<file path="src/rtl/wfg_drive_pwm.sv">
// PWM output driver for the sine stimulus stream: converts signed 18-bit
// samples to duty values and plays each one for a programmable number of periods.
module wfg_drive_pwm (
    input  logic        clk,
    input  logic        rst_n,
    input  logic        wfg_axis_tvalid_i,
    output logic        wfg_axis_tready_o,
    input  logic [17:0] wfg_axis_tdata_i,
    input  logic        ctrl_en_q_i,
    input  logic [3:0]  res_q_i,
    input  logic [7:0]  clkcnt_q_i,
    input  logic [7:0]  repeat_q_i,
    output logic        pwm_o,
    output logic        active_o,
    output logic        underrun_o
);

    typedef enum logic [1:0] {
        ST_IDLE,
        ST_WAIT,
        ST_RUN
    } state_t;

    state_t      r_state;
    state_t      w_state_nxt;

    logic [7:0]  r_pre_cnt;
    logic [15:0] r_pwm_cnt;
    logic [7:0]  r_rep_cnt;
    logic [15:0] r_duty_cur;
    logic [15:0] r_duty_nxt;
    logic        r_nxt_vld;
    logic        r_pwm;
    logic        r_underrun;

    logic [4:0]  w_res;
    logic [15:0] w_top;
    logic [17:0] w_u;
    logic [4:0]  w_shift;
    logic [15:0] w_duty_conv;
    logic        w_run;
    logic        w_accept;
    logic        w_tick;
    logic        w_period_end;
    logic        w_boundary;
    logic        w_load_wait;

    // Resolution clamps to at least 4; the 4-bit port tops out at 15.
    assign w_res       = (res_q_i < 4'd4) ? 5'd4 : {1'b0, res_q_i};
    assign w_top       = 16'((17'd1 << w_res) - 17'd1);
    assign w_u         = {~wfg_axis_tdata_i[17], wfg_axis_tdata_i[16:0]};
    assign w_shift     = 5'd18 - w_res;
    assign w_duty_conv = 16'(w_u >> w_shift);

    assign w_run             = (r_state == ST_RUN);
    assign wfg_axis_tready_o = (r_state != ST_IDLE) && !r_nxt_vld;
    assign w_accept          = wfg_axis_tvalid_i && wfg_axis_tready_o;
    assign w_tick            = w_run && (r_pre_cnt == clkcnt_q_i);
    assign w_period_end      = w_tick && (r_pwm_cnt >= w_top);
    assign w_boundary        = w_period_end && (r_rep_cnt >= repeat_q_i);

    always_ff @(posedge clk or negedge rst_n) begin
        if (!rst_n) begin
            r_state <= ST_IDLE;
        end else begin
            r_state <= w_state_nxt;
        end
    end

    always_comb begin
        w_state_nxt = r_state;
        w_load_wait = 1'b0;
        if (!ctrl_en_q_i) begin
            w_state_nxt = ST_IDLE;
        end else begin
            case (r_state)
                ST_IDLE: w_state_nxt = ST_WAIT;
                ST_WAIT: begin
                    if (r_nxt_vld) begin
                        w_state_nxt = ST_RUN;
                        w_load_wait = 1'b1;
                    end
                end
                ST_RUN:  w_state_nxt = ST_RUN;
                default: w_state_nxt = ST_IDLE;
            endcase
        end
    end

    // Counters only advance while running; every other state parks them at 0.
    always_ff @(posedge clk or negedge rst_n) begin
        if (!rst_n) begin
            r_pre_cnt <= 8'd0;
            r_pwm_cnt <= 16'd0;
            r_rep_cnt <= 8'd0;
        end else if (!ctrl_en_q_i || !w_run) begin
            r_pre_cnt <= 8'd0;
            r_pwm_cnt <= 16'd0;
            r_rep_cnt <= 8'd0;
        end else begin
            r_pre_cnt <= w_tick ? 8'd0 : r_pre_cnt + 8'd1;
            if (w_period_end) begin
                r_pwm_cnt <= 16'd0;
            end else if (w_tick) begin
                r_pwm_cnt <= r_pwm_cnt + 16'd1;
            end
            if (w_boundary) begin
                r_rep_cnt <= 8'd0;
            end else if (w_period_end) begin
                r_rep_cnt <= r_rep_cnt + 8'd1;
            end
        end
    end

    // Load and accept never coincide: accept needs an empty buffer, load a full one.
    always_ff @(posedge clk or negedge rst_n) begin
        if (!rst_n) begin
            r_duty_cur <= 16'd0;
            r_duty_nxt <= 16'd0;
            r_nxt_vld  <= 1'b0;
        end else if (!ctrl_en_q_i || (r_state == ST_IDLE)) begin
            r_nxt_vld <= 1'b0;
        end else begin
            if (w_load_wait || (w_boundary && r_nxt_vld)) begin
                r_duty_cur <= r_duty_nxt;
                r_nxt_vld  <= 1'b0;
            end
            if (w_accept) begin
                r_duty_nxt <= w_duty_conv;
                r_nxt_vld  <= 1'b1;
            end
        end
    end

    always_ff @(posedge clk or negedge rst_n) begin
        if (!rst_n) begin
            r_pwm      <= 1'b0;
            r_underrun <= 1'b0;
        end else begin
            r_pwm      <= w_run && (r_pwm_cnt < r_duty_cur);
            r_underrun <= w_boundary && !r_nxt_vld;
        end
    end

    assign pwm_o      = r_pwm;
    assign underrun_o = r_underrun;
    assign active_o   = w_run;

endmodule

</file>
<file path="config.mk">
export PLATFORM = sky130hd
export DESIGN_NAME = wfg_drive_pwm
export DESIGN_NICKNAME = d
export VERILOG_FILES = /design/src/rtl/wfg_drive_pwm.sv
export SDC_FILE = /design/constraint.sdc
export NUM_CORES = 1
export LEC_CHECK = 0
export BUFFER_PORTS_ARGS = -buffer_cell sky130_fd_sc_hd__buf_2
export CORE_MARGIN = 3
export CORE_UTILIZATION = 45
export DETAILED_ROUTE_END_ITERATION = 8
export GPL_TIMING_DRIVEN = 0
export PLACE_DENSITY_LB_ADDON = 0.3
export SETUP_SLACK_MARGIN = 0.4
export SYNTH_ARGS = -nofsm -noshare
export SYNTH_HDL_FRONTEND = slang
export SYNTH_SLANG_ARGS = --single-unit
</file>
<file path="constraint.sdc">
create_clock -name clk -period 4.1 [get_ports clk]
set_input_delay 0.41 -clock clk [delete_from_list [all_inputs] [get_ports clk]]
set_output_delay 0.41 -clock clk [all_outputs]
set_load 0.01 [all_outputs]
</file>
==> summary.txt <==
Peak VDD IR = 152 µV
# port buffers = 42
Post-route clock period utilization = 83.9%
Initial antenna violation count = 0
Synth cell types = 60
Ratio of cells with drive above 1 in the final layout = 17.3%
Status = complete, no violations
Critical-path cell list = buf_2 > clkbuf_1 > a21oi_1 > nor2_1 > o21ai_0 > ha_1 > nand4_1 > or4_1 > o32a_2 > and4_1 > clkbuf_1 > nor2_2 > buf_2 > nor2_1
Commonest non-fill, non-tap cell in the layout = dfrtp_1
Crit-path max cell delay = 520 ps
Setup slack after layout = 660 ps
Critical Path Source Type = input port
IO Count = 46
Worst skew pair latency = 350 ps
Largest net degree at the start of global routing = 70
Drt total wl = 10.8 mm
Antenna viol nets, final = 0
DRC = 0
Sequential fraction of the synthesis area = 35.1%
1st-iter DRT viols = 138
Clk_skew = 11.1 ps
Critical setup path kind = in -> reg
Total Neg Setup Slack = 0 ps
Chip height = 111 µm
Synth area leaders = dfrtp_1, ha_1, mux4_2, mux2i_1, nand2_1
Post-synth top flop = dfrtp_1
TritonCTS Sinks = 69
Die area = 12200 µm²
Setup Viol. Count Final = 0
Buf/Inv on CP = 4
CTS root buffer = clkbuf_8
Vias in the first global route = 4047
Die W = 111 µm
Total core area = 10500 µm²
Critical path required time = 4320 ps
Highest-count cells in the layout ignoring fill and taps = dfrtp_1, ha_1, buf_2
DRT Pass-1 Iters = 4
Vias after detailed routing = 3955
DP Worst Slack = 223 ps
Max_cap viols = 0
Inserted Diodes = 0
Slew HR = 43.2%
Hold_buf cts = 0
CP max stage cell = or4_1
Yosys top cell area share = 35.1%
Crit. End Element = register
Post-synth EDFFs = 0
CTS max path bufs = 2
First-pass GRT wire length = 18.9 mm
Fmax achieved = 0.291 GHz
#FFs+latches synth = 69
Crit path DAT = 3660 ps
Post-cts resize count = 0
Cell accounting for the most synthesized area = dfrtp_1
All-Layer GR Usage = 18.4%
RSZ-0062 raised after global routing = no
YS warnings = 0
Post-DP HPWL = 8.50 mm
Rows = 37
Largest delay share family, worst path = simple AND/OR/NAND/NOR gates
DR WL/cell = 15.3 µm
Grt ovf = 0
Leakage = 0.00259 µW
Worst-path clk slew = 80 ps
Least-Margin Pin Slew = 852 ps
Hold WC Path Type = in -> async
Tmin final = 3440 ps
Slew Viols, Final = 0
PD cells = 374 nW/µm²
CTS tree = done
Ys async rst share = 100%
Gate count after technology mapping = 512
CTS Buf Count = 9
GP Congestion = 0.864
Cell area after synthesis = 4910 µm²
Area growth syn-to-layout = 12.8%
Synthesized area per cell = 9.60 µm²
H-Tree Depth = 3
Nets@finish = 656
Vias/cell = 5.58
Setup bufs post-CTS = 0
Initial core utilization = 47.0%
Final core utilization = 53.0%
Final Hold Vio Count = 0
Max FO, Critical Path = 10
==> area by class of cell <==
type,instances,area (µm²)
inverters,34,128
fillers,987,4920
plain buffers,20,90.1
multi-input cells,392,2990
well taps,136,170
flip-flops and latches,69,1730
clock inverters,6,93.8
repair buffers,42,213
clock buffers,10,138
==> cell usage after synthesis, types with 3 or more instances <==
cell type and instances:
o211ai_1 3, a21oi_1 22, nor4b_1 4, mux2_2 7, and3_1 4, or3_1 3, mux2_4 10, nor2b_1 3
ha_1 46, nand2_1 43, clkbuf_1 13, o21a_1 5, nand3_1 23, o31ai_1 4, and2_1 3, dfrtp_1 69
nor4_1 5, nor3b_1 3, a21o_1 8, a211oi_1 6, a31oi_1 3, inv_1 34, buf_2 4, nor2_1 41
nand2b_1 6, nor3_1 11, mux4_2 10, mux2i_1 19, nand4_1 7, xnor2_1 17, o21ai_0 27, and4_1 3
xor2_1 14
==> path summary, 6_finish.rpt <==
path	start	to	slack, ps	cells past startpoint
max	res_q_i[2]	r_pwm_cnt[9]	660	14
min in group clk	ctrl_en_q_i	r_state[1]	370	2
min	rst_n	r_rep_cnt[4]	160	1
min reg2reg	r_duty_nxt[7]	r_duty_nxt[7]	500	2
max in group asynchronous	rst_n	pwm_o	3370	1
max reg2reg	r_pwm_cnt[11]	r_pwm_cnt[9]	1130	9
==> metrics by stage <==
stage | instance area [µm²] | total power, µW | cells | hold WS [ps]
after floorplan | 4930 | 1270 | 515 | 114
after global placement | 5310 | 1420 | 693 | 472
after detailed placement | 5310 | 1450 | 693 | 481
after CTS | 5540 | 2090 | 709 | 186
after global routing | 5550 | 2210 | 709 | 225
final | 5550 | 2070 | 709 | 157
==> per-layer routing <==
| metal | track usage (%) | up-vias | routed length (µm) |
|---|---|---|---|
| li1 | - | 1948 | - |
| met1 | 23.1 | 1894 | 4710 |
| met5 | 0 | - | 0 |
| met4 | 6.32 | 0 | 216 |
| met2 | 31.4 | 94 | 5420 |
| met3 | 3.78 | 19 | 475 |
==> cell families after synthesis <==
group,after synthesis,share of synthesized area [%]
AND/OR/NAND/NOR,170,17.4
buffers and inverters,54,4.40
adder cells (fa/ha/maj),46,11.7
other,2,0.153
AO/OA/AOI/OAI,94,12.6
multiplexers,46,13.1
XOR/XNOR,31,5.52
flip-flops,69,35.1
==> state kept, by name (all words and copies together), names as in the netlist <==
name and flops:
underrun_o 1, r_state 2, r_pre_cnt 8, r_rep_cnt 8, pwm_o 1, r_duty_cur 16, r_pwm_cnt 16, r_duty_nxt 16
r_nxt_vld 1
==> power breakdown <==
part	internal, µW	leakage (µW)	switching [µW]
logic	256	0.00154	307
registers	798	0.000943	70.8
clock network	364	0.000113	278
Note: power is estimated with default switching activity, not from simulation.
